## src/rtl/seven_seg_scan.sv

```systemverilog
// Time-multiplexed 4-digit seven-segment driver: shadow-latched BCD digits,
// one digit per DIV_COUNT-cycle slot, leading-zero blanking, dash for non-BCD.
module seven_seg_scan #(
  parameter int DIV_COUNT      = 27000,
  parameter bit SEG_ACTIVE_LOW = 1'b1,
  parameter bit AN_ACTIVE_LOW  = 1'b1
) (
  input  logic       clk,
  input  logic       rst,
  input  logic       load,
  input  logic       blank_lz,
  input  logic [3:0] bcd_thousands,
  input  logic [3:0] bcd_hundreds,
  input  logic [3:0] bcd_tens,
  input  logic [3:0] bcd_ones,
  output logic [3:0] an,
  output logic [6:0] seg,
  output logic [1:0] digit_sel,
  output logic       scan_tick
);

  localparam int PW = (DIV_COUNT > 2) ? $clog2(DIV_COUNT) : 1;
  localparam logic [PW-1:0] PLAST   = PW'(DIV_COUNT - 1);
  localparam logic [3:0]    AN_OFF  = AN_ACTIVE_LOW  ? 4'hF  : 4'h0;
  localparam logic [6:0]    SEG_OFF = SEG_ACTIVE_LOW ? 7'h7F : 7'h00;

  logic [PW-1:0]      pcnt;
  logic [1:0]         idx;
  logic [3:0][3:0]    sh;
  logic               wrap;
  logic [1:0]         idx_next;
  logic [3:0]         lz;
  logic [3:0]         cur;
  logic               blank;
  logic [6:0]         enc;
  logic [3:0]         an_raw;
  logic [6:0]         seg_raw;

  assign wrap     = (pcnt == PLAST);
  assign idx_next = wrap ? idx + 2'd1 : idx;

  // A digit is a leading zero only while every higher digit is also zero.
  assign lz[3] = (sh[3] == 4'd0);
  assign lz[2] = lz[3] && (sh[2] == 4'd0);
  assign lz[1] = lz[2] && (sh[1] == 4'd0);
  assign lz[0] = 1'b0;

  // Outputs are computed from the upcoming index so an/seg move with scan_tick.
  assign cur   = sh[idx_next];
  assign blank = blank_lz && lz[idx_next];

  always_comb begin
    enc = 7'h40;
    case (cur)
      4'd0: enc = 7'h3F;
      4'd1: enc = 7'h06;
      4'd2: enc = 7'h5B;
      4'd3: enc = 7'h4F;
      4'd4: enc = 7'h66;
      4'd5: enc = 7'h6D;
      4'd6: enc = 7'h7D;
      4'd7: enc = 7'h07;
      4'd8: enc = 7'h7F;
      4'd9: enc = 7'h6F;
      default: enc = 7'h40;
    endcase
  end

  always_comb begin
    an_raw  = 4'h0;
    seg_raw = 7'h00;
    if (!blank) begin
      an_raw[idx_next] = 1'b1;
      seg_raw          = enc;
    end
  end

  always_ff @(posedge clk) begin
    if (rst) begin
      pcnt      <= '0;
      idx       <= 2'd0;
      sh        <= '0;
      scan_tick <= 1'b0;
      digit_sel <= 2'd0;
      an        <= AN_OFF;
      seg       <= SEG_OFF;
    end else begin
      pcnt      <= wrap ? '0 : pcnt + 1'b1;
      idx       <= idx_next;
      scan_tick <= wrap;
      digit_sel <= idx_next;
      an        <= AN_ACTIVE_LOW  ? ~an_raw  : an_raw;
      seg       <= SEG_ACTIVE_LOW ? ~seg_raw : seg_raw;
      if (load) sh <= {bcd_thousands, bcd_hundreds, bcd_tens, bcd_ones};
    end
  end

endmodule

```

## config.mk

```make
export PLATFORM = sky130hd
export DESIGN_NAME = seven_seg_scan
export DESIGN_NICKNAME = d
export VERILOG_FILES = /design/src/rtl/seven_seg_scan.sv
export SDC_FILE = /design/constraint.sdc
export NUM_CORES = 1
export LEC_CHECK = 0
export BUFFER_PORTS_ARGS = -buffer_cell sky130_fd_sc_hd__clkbuf_2
export CAP_MARGIN = 0
export CORE_UTILIZATION = 50
export CTS_CLUSTER_SIZE = 25
export DETAILED_ROUTE_END_ITERATION = 10
export PLACE_DENSITY = 0.71
export RECOVER_POWER = 100
export SYNTH_ARGS = -nofsm -noshare
export SYNTH_HDL_FRONTEND = slang
export SYNTH_SLANG_ARGS = --single-unit
```

## constraint.sdc

```tcl
create_clock -name clk -period 3.4 [get_ports clk]
set_clock_uncertainty 0.2 [all_clocks]
set_input_delay 0.68 -clock clk [delete_from_list [all_inputs] [get_ports clk]]
set_output_delay 0.68 -clock clk [all_outputs]
set_load 0.02 [all_outputs]
```

=== Yosys cells after proc, flatten, opt, wreduce, memory -nomap -nowiden ===
Memory sizes are Yosys's and may differ from the RTL's.
Cells that the tools add are included.

* Add/sub/neg operators: 2
* Multiply operators: 0
* Divide/modulo/power cells: 0
* Order comparisons: 2
* Equal/unequal tests: 1
* Shift-type cells: 0
* Muxes and demuxes: 9
* Bitwise operators: 2
* Reduce and logical (&&, ||, !) cells: 8

{| class="wikitable"
|+ Operator list
! kind !! count
|-
| $add A15 B1 Y15 const B || 1
|-
| $eq A15 B15 Y1 const B || 1
|-
| $logic_not A4 Y1 || 3
|-
| $bmux W4 S2 || 1
|-
| $mux W4 || 2
|-
| $mux W7 || 1
|-
| $not A7 Y7 || 1
|-
| $logic_and A1 B1 Y1 || 4
|-
| $not A4 Y4 || 1
|-
| $lt A2 B3 Y1 const B || 1
|-
| $add A2 B1 Y2 const B || 1
|-
| $bmux W1 S2 || 1
|-
| $demux W1 S2 || 1
|-
| $ge A2 B1 Y1 const B || 1
|-
| $mux W1 || 2
|-
| $mux W2 || 1
|-
| $reduce_or A2 Y1 || 1
|}

* Flip-flop bits (word level): 45
* Bits in latches: 0
* Bits in writable memories: 0
* Memory bits (read-only): 112
* Bits of input ports: 20
* Output and inout port bits: 14
* Logic and storage cells: 34
* Memories: 1

{| class="wikitable"
|+ Memory list
! memory !! words !! bits a word !! rd ports !! clocked after Yosys merged registers in !! write ports !! RTL line !! RTL
|-
| (no name shown) || 16 || 7 || 1 || 0 || 0 || 54 || <nowiki>case (cur)</nowiki>
|}

=== Depth between registers and ports, before layout ===
* Depth in word-level cells: 8
* Depth in mapped cells: 10
* Gate-level depth less buffers: 10

=== Worst setup path after synthesis ===
OpenSTA, ideal clock, no wires.

* Path kind: reg-to-reg
* Start: reg pcnt[9]
* End: reg seg[0]
* Setup time: 0.136 ns
* Arrival: 2.865 ns
* Data required time: 3.064 ns
* Path slack: 0.199 ns
* Cell stages (with the launch flop): 9
* Path buffers: 0
* Clock period less this slack: 3.201 ns
* Cell sequence: dfxtp_1 > or4b_4 > nor4_4 > xor2_1 > a222oi_1 > inv_1 > ha_1 > mux2i_1 > a32oi_1

* Cells in the longest elaborated chain, start to end: 7
* Elaborated cells between the ends (all ways): 10
* Those cells by class: eq/ne: 1; mux: 6; bitwise: 1; reduce/logical: 1; memory: 1

{| class="wikitable"
|+ Ends and longest elaborated chain
! element !! RTL line !! RTL
|-
| start: declaration || 27 || <nowiki>logic [PW-1:0] pcnt;</nowiki>
|-
| start signal: assignment || 88 || <nowiki>pcnt <= wrap ? '0 : pcnt + 1'b1;</nowiki>
|-
| $eq A15 B15 Y1 * || 39 || <nowiki>assign wrap = (pcnt == PLAST);</nowiki>
|-
| $mux W2 * || 40 || <nowiki>assign idx_next = wrap ? idx + 2'd1 : idx;</nowiki>
|-
| $bmux W4 S2 / $bmux W1 S2 (equally long branches) || 49, 50 ||
|-
| $mux W4 (implied by the code) / $mux W1 (equally long branches) || 49, 50 ||
|-
| $mem_v2 Z16 W7 / $logic_and A1 B1 Y1 (equally long branches) || n/a ||
|-
| $mux W7 * || 72 || <nowiki>if (!blank) begin</nowiki>
|-
| $not A7 Y7 * || 93 || <nowiki>seg <= SEG_ACTIVE_LOW ? ~seg_raw : seg_raw;</nowiki>
|-
| end signal: assignment || 93 ||
|-
| end: declaration || 17 || <nowiki>output logic [6:0] seg,</nowiki>
|}

Every way passes the cells marked *; elsewhere a longest branch is shown, timed or not. The select of a mux whose other input is x is not followed.
A chain may end at the register's enable or synchronous reset.

=== Final worst setup path ===
* Start: reg pcnt[9]
* End: reg seg[4]

Same word-level chain as after synthesis.

==> impl_results.md <==
* Status: finished, final reports clean
* Final instance area at between 2000 and 2500 sq um
* Ant diodes at 0
* Routability cong. at about 0.84
* Post-layout net count at 278
* Row count at 22
* Crit path max-delay family: simple AND/OR/NAND/NOR gates
* Final hold viol count at 0
* Hold-fix buffers, CTS at 0
* I/O Buffers at 33
* Starting DRT DRC Count at 67
* Sink Count at 45
* Vias at about 1500
* Placed Instances at 293
* Sequential area share after synthesis at around 45%
* CP peak stage delay at approximately 0.54 ns
* VDD IR max at 256 uV
* Initial antenna violation count at 0
* CP bufs+invs at 1
* RSZ-0062 raised after global routing: no
* Leak pwr at 0.979 nW
* Post-Syn Area at 2020 sq um
* Final Critical Period at about 3.1 ns
* Clk slew on worst S/H paths at roughly 0.080 ns
* Max Freq at about 320 MHz
* Layout cells sized above 1 at 14.6%
* Antenna Nets Post-Route at 0
* Synth Warn # at 0
* Die Y at around 66 um
* GRT Residual Overflow at 0
* Dpl hpwl at roughly 2700 um
* Total core area at approximately 3800 sq um
* Worst-Skew Late Latency at about 0.30 ns
* Root Buffer Master: clkbuf_8
* Die X at 65.6 um
* Tightest Hold Check Type: reg -> reg
* Residual DRC at 0
* Relative max-transition margin at 40.2%
* Crit Path Max Fanout at 7
* Worst-Margin Slew at 0.897 ns
* Worst-path cell chain: or4b_4 > nor4_4 > clkbuf_1 > mux2_2 > a221oi_2 > nor2b_1 > a32oi_1
* Vias in the first global route at about 1400
* H-tree Lvls at 2
* Syn_nets at 242
* Leading cell type in the layout, fill and taps excluded: dfxtp_1
* Drt first pass iters at 4
* First-pass GRT wire length at around 6400 um
* Max-Cap Viols at 0
* Synth-to-Final Area Change at 15.9%
* PwrDens at around 460 nW/um^2
* Slowest-stage cell, CP: or4b_4
* Routed vias/inst at 5.01
* Avg Inst Size Synth at approximately 9.4 sq um
* Largest net degree at the start of global routing at 21
* Die area at roughly 4300 sq um
* Post-CTS resize count at 0
* Total CTS buffers at 5
* Critical Path AT at approximately 3.1 ns
* Fin crit share at 90.5%
* Hold slack at 0.249 ns
* DP Area at 2250 sq um
* Final std cells w/o fill at 301
* Fillers at 330
* Synth Instances at ~220
* Synth Register Bits at 45
* Total routed wirelength at 3620 um
* Initial core utilization at between 50% and 60%
* Fin. max-slew vios at 0
* Avg WL per Cell at 12.0 um
* Clock Path Buffers at 2
* Synth cell types at 37
* Worst Setup Path Type: reg -> reg
* Post-route setup TNS at 0 ns
* Final Power at between 1 and 1.5 mW
* Setup-failing EPs final at 0
* Most frequent cells in the layout: dfxtp_1 (45), nor2_1 (36), mux2i_1 (25), clkbuf_1 (18), clkbuf_2 (18)
* Crit end category: flop
* Tot GR Track Use at 19.9%
* Post-CTS Setup Inserts at 0
* Setup crit start kind: flop
* Worst Path Required at between 3 and 4 ns
* CTS tree: yes
* Io pins at 34
## power by group
| group | switching (mW) | internal (mW) |
|---|---|---|
| Clock | 0.170 | 0.239 |
| Combinational | 0.0605 | 0.0460 |
| Sequential | 0.0128 | 0.550 |
## worst register-to-register path, cell delays in order, from the launching register on
cell,delay (ns)
dfxtp_1,0.36
or4b_4,0.54
nor4_4,0.39
clkbuf_1,0.27
mux2_2,0.38
a221oi_2,0.36
nor2b_1,0.32
a32oi_1,0.14
## through the flow
step           worst slack (ns)  utilization [%]
5_1_grt                  0.0821             62.1
3_5_place_dp              0.410             59.7
4_1_cts                   0.366             62.8
6_report                  0.323             62.1
2_1_floorplan             0.199                -
3_3_place_gp              0.452             59.7
## Yosys cell counts
master | number | area (sq um)
inv_1 | 17 | 63.8
a32oi_1 | 5 | 43.8
or2_2 | 2 | 12.5
mux2i_1 | 25 | 250
nor2b_1 | 3 | 18.8
ha_1 | 6 | 75.1
buf_2 | 1 | 5.00
a211oi_1 | 1 | 7.51
and2_2 | 1 | 7.51
or4_1 | 1 | 7.51
clkbuf_1 | 8 | 30.0
buf_1 | 1 | 3.75
nor2_1 | 36 | 135
a21oi_1 | 3 | 15.0
nor4_4 | 1 | 21.3
a21o_1 | 1 | 7.51
nand4b_1 | 2 | 17.5
nand2b_1 | 3 | 18.8
nor4_1 | 4 | 25.0
nor3_1 | 1 | 5.00
xnor2_1 | 4 | 35.0
xor2_1 | 9 | 78.8
nand3_1 | 6 | 30.0
or3_1 | 2 | 12.5
or4b_4 | 1 | 13.8
a222oi_1 | 3 | 30.0
nand2_1 | 9 | 33.8
a221oi_2 | 1 | 15.0
mux2_2 | 2 | 22.5
o31a_1 | 1 | 8.76
dfxtp_1 | 45 | 901
and3_2 | 1 | 7.51
o21ai_0 | 5 | 25.0
o211a_1 | 1 | 10.0
nand3b_1 | 1 | 7.51
and2_1 | 1 | 6.26
nand4_1 | 2 | 12.5
## layout make-up
class                      instances  area (sq um)  area share, %
clock buffer                       7          86.3           3.69
tap                               48          60.1           2.56
timing repair buffer              39           184           7.85
multi-input combinational        144          1020           43.4
inverter                          17          63.8           2.72
sequential                        45           901           38.5
clock inverter                     1          30.0           1.28
## state kept, by name, summed over array words and instances, names as in the netlist
| register | cells |
|---|---|
| idx | 2 |
| seg | 7 |
| scan_tick | 1 |
| pcnt | 15 |
| an | 4 |
| sh | 16 |
## routing by layer
layer	vias up	wire length (um)	global-route usage (%)
li1	811	-	-
met1	652	1860	26.3
met2	41	1480	29.1
met3	4	233	7.12
met4	0	48	8.15
met5	-	0	0
## cell families after synthesis
logic type,count (synthesis),share of synthesized area (%)
XOR/XNOR,13,5.63
flip-flops,45,44.6
multiplexers,27,13.5
AND/OR/NAND/NOR,77,19.4
buffers and inverters,27,5.08
AO/OA/AOI/OAI,21,8.05
adder cells (fa/ha/maj),6,3.72
## final timing paths
kind	start	end	slack (ns)	cells past startpoint
worst min register to register	pcnt[0]	pcnt[0]	0.25	1
worst min-delay path	pcnt[0]	pcnt[0]	0.25	1
worst max register to register	pcnt[9]	seg[4]	0.32	7
worst max-delay path	pcnt[9]	seg[4]	0.32	7
Power figures use the tool's default switching activity.
